## src/rtl/tree_node_collector.sv

```systemverilog
// Merges NUM_CHILDREN child return streams into one upstream stream tagged with the source index.
// Latency 1 through a single output register; packet-granular round-robin; child_ready follows upstream space.
module tree_node_collector #(
  parameter int NUM_CHILDREN = 5,
  parameter int DATA_W       = 16,
  parameter int IDX_W        = 3,
  parameter int CNT_W        = 16
) (
  input  logic                           clk,
  input  logic                           rst_n,
  input  logic [NUM_CHILDREN-1:0]        child_valid,
  input  logic [NUM_CHILDREN*DATA_W-1:0] child_data,
  input  logic [NUM_CHILDREN-1:0]        child_last,
  output logic [NUM_CHILDREN-1:0]        child_ready,
  output logic                           up_valid,
  output logic [DATA_W-1:0]              up_data,
  output logic                           up_last,
  output logic [IDX_W-1:0]               up_idx,
  input  logic                           up_ready,
  output logic [CNT_W-1:0]               pkt_cnt,
  output logic                           locked
);

  typedef enum logic {IDLE, LOCKED} state_t;

  state_t             state_q, state_d;
  logic [IDX_W-1:0]   rr_ptr_q, rr_ptr_d;
  logic [IDX_W-1:0]   lock_idx_q, lock_idx_d;
  logic               up_valid_q, up_valid_d;
  logic [DATA_W-1:0]  up_data_q, up_data_d;
  logic               up_last_q, up_last_d;
  logic [IDX_W-1:0]   up_idx_q, up_idx_d;
  logic [CNT_W-1:0]   pkt_cnt_q, pkt_cnt_d;

  logic               can_load;
  logic               found;
  logic               xfer;
  logic [DATA_W-1:0]  sel_data;
  logic               sel_last;
  int                 sel;
  int                 cand;

  always_comb begin
    can_load = !up_valid_q || up_ready;
    found    = 1'b0;
    sel      = 0;
    cand     = 0;
    if (state_q == LOCKED) begin
      // Mid-packet the locked child owns the slot, whatever the others present.
      found = 1'b1;
      sel   = int'(lock_idx_q);
    end else begin
      for (int k = 0; k < NUM_CHILDREN; k++) begin
        cand = int'(rr_ptr_q) + k;
        if (cand >= NUM_CHILDREN) cand = cand - NUM_CHILDREN;
        if (!found && child_valid[cand]) begin
          found = 1'b1;
          sel   = cand;
        end
      end
    end

    child_ready = '0;
    if (rst_n && found && can_load) child_ready[sel] = 1'b1;
    xfer     = rst_n && found && can_load && child_valid[sel];
    sel_data = child_data[sel*DATA_W +: DATA_W];
    sel_last = child_last[sel];

    state_d    = state_q;
    rr_ptr_d   = rr_ptr_q;
    lock_idx_d = lock_idx_q;
    up_valid_d = up_valid_q;
    up_data_d  = up_data_q;
    up_last_d  = up_last_q;
    up_idx_d   = up_idx_q;
    pkt_cnt_d  = pkt_cnt_q;

    if (xfer) begin
      up_valid_d = 1'b1;
      up_data_d  = sel_data;
      up_last_d  = sel_last;
      up_idx_d   = IDX_W'(sel);
      if (sel_last) begin
        state_d   = IDLE;
        rr_ptr_d  = (sel == NUM_CHILDREN - 1) ? '0 : IDX_W'(sel + 1);
        pkt_cnt_d = pkt_cnt_q + CNT_W'(1);
      end else begin
        state_d    = LOCKED;
        lock_idx_d = IDX_W'(sel);
      end
    end else if (up_ready) begin
      up_valid_d = 1'b0;
    end
  end

  always_ff @(posedge clk) begin
    if (!rst_n) begin
      state_q    <= IDLE;
      rr_ptr_q   <= '0;
      lock_idx_q <= '0;
      up_valid_q <= 1'b0;
      up_data_q  <= '0;
      up_last_q  <= 1'b0;
      up_idx_q   <= '0;
      pkt_cnt_q  <= '0;
    end else begin
      state_q    <= state_d;
      rr_ptr_q   <= rr_ptr_d;
      lock_idx_q <= lock_idx_d;
      up_valid_q <= up_valid_d;
      up_data_q  <= up_data_d;
      up_last_q  <= up_last_d;
      up_idx_q   <= up_idx_d;
      pkt_cnt_q  <= pkt_cnt_d;
    end
  end

  assign up_valid = up_valid_q;
  assign up_data  = up_data_q;
  assign up_last  = up_last_q;
  assign up_idx   = up_idx_q;
  assign pkt_cnt  = pkt_cnt_q;
  assign locked   = (state_q == LOCKED);

endmodule

```

## config.mk

```make
export PLATFORM = sky130hd
export DESIGN_NAME = tree_node_collector
export DESIGN_NICKNAME = d
export VERILOG_FILES = /design/src/rtl/tree_node_collector.sv
export SDC_FILE = /design/constraint.sdc
export NUM_CORES = 1
export LEC_CHECK = 0
export CORE_MARGIN = 8
export CORE_UTILIZATION = 51
export DETAILED_ROUTE_END_ITERATION = 8
export GPL_TIMING_DRIVEN = 0
export PLACE_DENSITY_LB_ADDON = 0.15
export SLEW_MARGIN = 30
export SYNTH_ARGS = -nofsm -noshare
export SYNTH_HDL_FRONTEND = slang
export SYNTH_SLANG_ARGS = --single-unit
```

## constraint.sdc

```tcl
create_clock -name clk -period 10.9 [get_ports clk]
set_clock_uncertainty 0.1 [all_clocks]
set_input_delay 1.635 -clock clk [delete_from_list [all_inputs] [get_ports clk]]
set_output_delay 1.635 -clock clk [all_outputs]
set_load 0.05 [all_outputs]
```

==> results of run 1 <==
==> state kept, by name, indices dropped and copies added (netlist names) <==
name        count
up_last         1
up_data        16
rr_ptr_q        3
up_valid        1
lock_idx_q      3
locked          1
up_idx          3
pkt_cnt        16
==> kinds of logic (layout without fill, tap and decap cells) <==
| group | count (synthesis) | after routing |
|---|---|---|
| buf+inv | 55 | 194 |
| fa+ha+maj | 15 | 15 |
| simple gates | 206 | 206 |
| compound gates | 174 | 174 |
| mux | 31 | 31 |
| xor+xnor | 8 | 8 |
| flops | 44 | 44 |
==> worst min-delay path by stage <==
stage,startpoint,to,slack (ps),cells past startpoint
global route,up_data[13]$_SDFFE_PN0P_,up_data[13]$_SDFFE_PN0P_,390,2
global placement,lock_idx_q[1]$_SDFFE_PN0P_,lock_idx_q[1]$_SDFFE_PN0P_,340,2
finish,up_data[14]$_SDFFE_PN0P_,up_data[14]$_SDFFE_PN0P_,380,2
CTS,up_data[13]$_SDFFE_PN0P_,up_data[13]$_SDFFE_PN0P_,380,2
detailed placement,up_data[13]$_SDFFE_PN0P_,up_data[13]$_SDFFE_PN0P_,360,2
floorplan,lock_idx_q[1]$_SDFFE_PN0P_,lock_idx_q[1]$_SDFFE_PN0P_,330,2
==> synthesized netlist by cell type (7+ instances only) <==
library cell and count:
and2_1 7, clkbuf_1 19, mux2i_1 25, a221oi_1 8, a311oi_1 12, xnor2_1 7, o31ai_1 20, a21oi_1 38
inv_1 13, nand2_1 56, ha_1 14, or4_1 8, nor3_1 16, nand4_1 7, nor2_1 44, nand3_1 23
dfxtp_1 44, o21ai_0 18, buf_2 14, nand2b_1 7
==> critical path: stages (launching register included) <==
cell and delay, ps:
dfxtp_1 400, buf_4 190, buf_2 270, inv_1 200
ha_1 360, buf_6 160, nor2b_1 410, a211oi_1 160
o21ba_2 260, a21oi_2 360, nand3_2 280, o211a_1 350
nor2_4 260, buf_1 570, nand2_1 140, clkbuf_1 320
nor2_1 180, clkdlybuf4s50_1 820
==> through the flow <==
| step | cells | hold slack, ps | instance area (um^2) | utilization [%] | setup slack (ps) |
|---|---|---|---|---|---|
| 6_report | 774 | 376 | 5600 | 72.5 | 3160 |
| 5_1_grt | 774 | 393 | 5600 | 72.5 | 2870 |
| 4_1_cts | 774 | 376 | 5600 | 72.5 | 3240 |
| 3_5_place_dp | 766 | 363 | 5490 | 71.0 | 3280 |
| 3_3_place_gp | 766 | 345 | 5490 | 71.0 | 3360 |
| 2_1_floorplan | 533 | 333 | 4050 | - | 4330 |
==> per-layer routing <==
| metal | part of all wire [%] | vias to the layer above | wire length (um) |
|---|---|---|---|
| li1 | - | 2301 | - |
| met1 | 40 | 2362 | 6520 |
| met2 | 49 | 239 | 7860 |
| met3 | 7.4 | 45 | 1190 |
| met4 | 3.4 | 0 | 547 |
| met5 | 0 | - | 0 |
==> report_power, final <==
group / internal, W / switching (W)
logic: 0.000316 / 0.000625
clock network: 0.0000691 / 0.0000622
registers: 0.000183 / 0.0000155
==> area by class of cell <==
cell class | count | area [um^2] | area share (%)
Clock buffer | 5 | 68.8 | 1.23
Tap cell | 102 | 128 | 2.28
Clock inverter | 3 | 46.3 | 0.826
Multi-Input combinational cell | 434 | 2930 | 52.2
Inverter | 14 | 52.6 | 0.938
Timing Repair Buffer | 131 | 1310 | 23.4
Sequential cell | 44 | 881 | 15.7
Buffer | 41 | 190 | 3.39
==> qor.yml, run 1 <==
setup_path:
  crit_path_start: "rr_ptr_q[0]$_SDFFE_PN0P_"
  cp-start-kind: "flop"
  critPathMaxFanout: 10
  endpoint: "child_ready[2]"
  worst_ep_arrival_time_ps: 6010
  cp.required_ps: 9170
  worstReg2RegEnd: "pkt_cnt[7]$_SDFFE_PN0P_"
  crit_type: "flop to primary output"
  r2r_slack_ps: 5290
  worstReg2RegStart: "rr_ptr_q[0]$_SDFFE_PN0P_"
  cp-end-kind: "primary output"
  reg2reg_depth: 17
synthesis:
  syn_area_um2: 4050
  synth_top_family_by_area: "compound AO/OA/AOI/OAI gates"
  synth_compound_area_share_pct: 31.8
  synth.distinct_cells: 82
  synth_simple_gate_area_share_pct: 25.5
  synthFlopType: "dfxtp_1"
  synth_adder_area_share_pct: 4.82
  syn_inst: 533
  synth_top_area_share_pct: 21.7
  synth-seq-cells: 44
  syn-num-nets: 641
  synth_area_leader_cell: "dfxtp_1"
  synthXorXnorAreaFrac_pct: 1.73
  seq_area_frac_synth_pct: 21.7
  ys.warnings.count: 0
  syn_area_per_cell_um2: 7.60
  synth_area_leaders: "dfxtp_1 (22%), mux2i_1 (6.2%), nand2_1 (5.2%)"
  muxShareOfSynthArea_pct: 8.40
  async_flop_share_pct: 0
  synth_edf_count: 0
route:
  drt-pass1-iter-count: 5
  drc: 0
  final_antenna_net_count: 0
  routed_wl_um: 16100
  vias: 4947
  drt-vias-per-instance: 6.39
  routedWlPerCell_um: 20.8
  drt_first_iter_violations: 413
clock_network:
  clock_path_buffers: 2
  cts.hold.buffers_added: 0
  cts_setup_buffers: 0
  cts_resized: 0
  numCtsBuffers: 5
  cts.sinks: 44
  ctsRootBufferMaster: "clkbuf_8"
  htreeDepth: 2
  clkTransAtPathRegs_ps: 100
  cts_tree: "done"
  clk_latency_ps: 300
finish:
  layout_common_cells: "clkdlybuf4s50_1 (131), nand2_1 (56), nor2_1 (44), dfxtp_1 (44), a21oi_1 (38)"
  area_delta_synth_final_pct: 38.4
  final_common_cell: "clkdlybuf4s50_1"
  n_antenna_cell: 0
  final.fill_count: 625
  num-nets-final: 779
  layout-drive-gt1-share_pct: 8.33
sta:
  relSlewSlack_pct: 45.2
  setup_tns_ps: 0
  hold_viol_final: 0
  slew_violations: 0
  period_share_pct: 71.0
  fin_crit_ps: 7740
  rsz0062_at_grt: "no"
  max_freq_mhz: 129
  tightestPinTransition_ps: 818
  final-setup-viol-count: 0
floorplanning:
  num_rows: 32
  dieArea_um2: 11000
  dieHeight_um: 105
  die_w_um: 105
  core-area_um2: 7730
  start_util_pct: 52.4
  io_pins: 136
grt:
  grt_max_degree: 16
  use_met1_pct: 33.0
  grt_util_all_layers_pct: 27.5
  grt.busiest_layer: "met2"
  grt_util_met2_pct: 47.6
  grt_pass1_vias: 4842
  antenna_found_initial: 0
  grt_pass1_wl_um: 25000
  met3_usage_pct: 4.79
  grt_remaining_overflow: 0
power_and_ir_drop:
  p_total_w: 0.00127
  peakVddDrop_mv: 0.132
  powerDensity_nw_per_um2: 227
  p_leak_nw: 2.00
placed_design:
  place.gp.congestion: 0.909
  portBuffers: 131
  hpwl_um: 12500
hold_path:
  holdCritPathClass: "flop to flop"
run_status:
  outcome: "finished, final reports clean"
job:
  drv_cap: 0
Note: power is estimated with default switching activity, not from simulation.
==> inputs of run 2 (changes only) <==
--- a/config.mk
+++ b/config.mk
@@ -6,7 +6,7 @@
 export NUM_CORES = 1
 export LEC_CHECK = 0
 export CORE_MARGIN = 8
-export CORE_UTILIZATION = 51
+export CORE_UTILIZATION = 47
 export DETAILED_ROUTE_END_ITERATION = 8
 export GPL_TIMING_DRIVEN = 0
 export PLACE_DENSITY_LB_ADDON = 0.15
==> constraint.sdc (replaced) <==
create_clock -name clk -period 7.5 [get_ports clk]
set_clock_uncertainty 0.1 [all_clocks]
set_input_delay 1.125 -clock clk [delete_from_list [all_inputs] [get_ports clk]]
set_output_delay 1.125 -clock clk [all_outputs]
set_load 0.05 [all_outputs]
==> run 2 against run 1 <==
- global-route usage decreased by 0.24 points
- via count rose by 0.24%
- non-clock buffer count unchanged
- utilization down 6.9 points
- combinational power rose by 43%
- worst setup slack worse by 2800 ps
- final area rose by 0.16%
- worst hold slack lost 5.5 ps
- power is 44% higher
- die area up 7.2%
- critical path type unchanged
- largest cell class unchanged
==> qor.yml, run 2 (synthesized netlist as in run 1, its figures left out) <==
run_status:
  outcome: "finished, final reports clean"
sta:
  tightestPinTransition_ps: 738  # -79.8 ps
  slew_violations: 0  # unchanged
  max_freq_mhz: 141
  setup_slack_ps: 406  # -2750 ps
  period_share_pct: 94.6
  setup_tns_ps: 0  # unchanged
  relSlewSlack_pct: 50.5  # +5.3 points
  fin_crit_ps: 7090
  rsz0062_at_grt: "no"
  final-setup-viol-count: 0  # unchanged
  hold_viol_final: 0  # unchanged
setup_path:
  crit_type: "flop to primary output"
  crit_chain: "buf_2, buf_2, inv_1, ha_1, a2111oi_0, o22ai_1, a21boi_1, nor2_1, nand3_2, o211a_1, nor2_4, clkbuf_2, nand2_1, clkbuf_1, nor2_1, clkdlybuf4s50_1"
  worstReg2RegStart: "rr_ptr_q[2]$_SDFFE_PN0P_"
  r2r_slack_ps: 1860  # -3430 ps
  cpPeakStageDelay_ps: 860  # +40 ps
  cp.required_ps: 6270  # -2900 ps
  cp-start-kind: "flop"
  critPathMaxFanout: 10  # unchanged
  worstReg2RegEnd: "lock_idx_q[0]$_SDFFE_PN0P_"
  critPathTopFamily: "buffers and inverters"
  cp_slowest_cell: "clkdlybuf4s50_1"
  path_buf_inv: 6  # -1
  cp-end-kind: "primary output"
  reg2reg_depth: 17  # unchanged
  worst_ep_arrival_time_ps: 5870  # -140 ps
finish:
  n_antenna_cell: 0  # unchanged
  final_common_cell: "clkdlybuf4s50_1"
  area_delta_synth_final_pct: 38.6
  layout_common_cells: "clkdlybuf4s50_1 (131), nand2_1 (56), nor2_1 (44), dfxtp_1 (44), a21oi_1 (38)"
  num-nets-final: 779  # unchanged
  layout-drive-gt1-share_pct: 8.48  # +0.15 points
  final.fill_count: 760  # +22%
  fin_area_um2: 5610  # +0.16%
route:
  routedWlPerCell_um: 21.2  # +1.7%
  drt-pass1-iter-count: 7  # +2
  drt-vias-per-instance: 6.36  # -0.53%
  routed_wl_um: 16500  # +2.5%
  drt_first_iter_violations: 405  # -1.9%
  drc: 0  # unchanged
  final_antenna_net_count: 0  # unchanged
  vias: 4959  # +0.24%
clock_network:
  cts.sinks: 44  # unchanged
  clock_path_buffers: 2  # unchanged
  cts_setup_buffers: 0  # unchanged
  numCtsBuffers: 5  # unchanged
  cts_tree: "done"
  ctsRootBufferMaster: "clkbuf_8"
  htreeDepth: 2  # unchanged
  cts.hold.buffers_added: 0  # unchanged
  clkTransAtPathRegs_ps: 100  # about the same
  cts_resized: 0  # unchanged
  clk_latency_ps: 310  # about the same
placed_design:
  hpwl_um: 12900  # +3.0%
  place.gp.congestion: 0.945  # +4.0%
  pre_cts_ws_ps: 548  # -2730 ps
  placed_area_um2: 5500  # +0.14%
  portBuffers: 131  # unchanged
job:
  drv_cap: 0  # unchanged
floorplanning:
  io_pins: 136  # unchanged
  dieArea_um2: 11800  # +7.2%
  core-area_um2: 8550  # +11%
  die_w_um: 109  # +3.5%
  dieHeight_um: 109  # +3.5%
  start_util_pct: 47.4  # -5.0 points
  num_rows: 34  # +6.3%
hold_path:
  worstHoldStart: "up_data[1]$_SDFFE_PN0P_"
  min_to: "up_data[1]$_SDFFE_PN0P_"
  holdCritPathClass: "flop to flop"
  holdPathStages: 2  # unchanged
power_and_ir_drop:
  p_leak_nw: 2.01  # +0.16%
  peakVddDrop_mv: 0.236  # +79%
  powerDensity_nw_per_um2: 327  # +44%
grt:
  grt_max_degree: 16  # unchanged
  grt_pass1_wl_um: 25500  # +2.0%
  grt_util_all_layers_pct: 27.3  # -0.24 points
  grt_remaining_overflow: 0  # unchanged
  antenna_found_initial: 0  # unchanged
  grt_pass1_vias: 4964  # +2.5%
run 2: area by class of cell:
class | count | area [um^2] | share of cell area [%]
plain buffers | 41 | 191 | 3.41
clock buffers | 5 | 68.8 | 1.23
clock inverters | 3 | 46.3 | 0.825
inverters | 14 | 52.6 | 0.936
multi-input cells | 434 | 2930 | 52.1
flip-flops and latches | 44 | 881 | 15.7
well taps | 108 | 135 | 2.41
repair buffers | 131 | 1310 | 23.4
run 2: worst max path at each step:
stage,to,depth (start not counted),start,slack (ps)
5_1_grt,child_ready[2],16,rr_ptr_q[2]$_SDFFE_PN0P_,120
3_3_place_gp,child_ready[2],16,rr_ptr_q[2]$_SDFFE_PN0P_,620
6_report,child_ready[2],16,rr_ptr_q[2]$_SDFFE_PN0P_,410
4_1_cts,child_ready[2],16,rr_ptr_q[2]$_SDFFE_PN0P_,180
2_1_floorplan,child_ready[0],16,rr_ptr_q[0]$_SDFFE_PN0P_,1790
3_5_place_dp,child_ready[2],16,rr_ptr_q[2]$_SDFFE_PN0P_,550
run 2: metrics by stage:
step           util, %  instances  total power, W  hold WS (ps)
3_5_place_dp      64.3        772         0.00162           353
2_1_floorplan        -        533         0.00123           333
3_3_place_gp      64.3        772         0.00160           342
5_1_grt           65.6        780         0.00195           391
6_report          65.6        780         0.00183           371
4_1_cts           65.6        780         0.00182           365
run 2: per-layer routing:
metal  share of wire, %  vias to the layer above  GRT usage [%]
li1                   -                     2294              -
met2                 50                      279           47.7
met3                8.7                       50           7.21
met4                4.5                        0           14.6
met5                  0                        -              0
met1                 37                     2336           29.6
run 2: worst reg2reg max path, stage by stage, from the launching register on:
cell and delay, ps:
dfxtp_1 510, buf_2 290, buf_2 310, inv_1 200, ha_1 320, a2111oi_0 460, o22ai_1 190, a21boi_1 200
nor2_1 360, nand3_2 270, o211a_1 360, nor2_4 300, mux2i_1 290, a221o_1 340, buf_2 270, clkbuf_1 480
o21ai_0 190, a21oi_1 170
run 2: power breakdown:
part           leakage [nW]  total, W  switching, W  internal [W]
Clock                0.0548  0.000191     0.0000906      0.000100
Sequential            0.358  0.000292     0.0000261      0.000266
Combinational          1.59   0.00135      0.000892      0.000460
Total                  2.01   0.00183       0.00101      0.000826
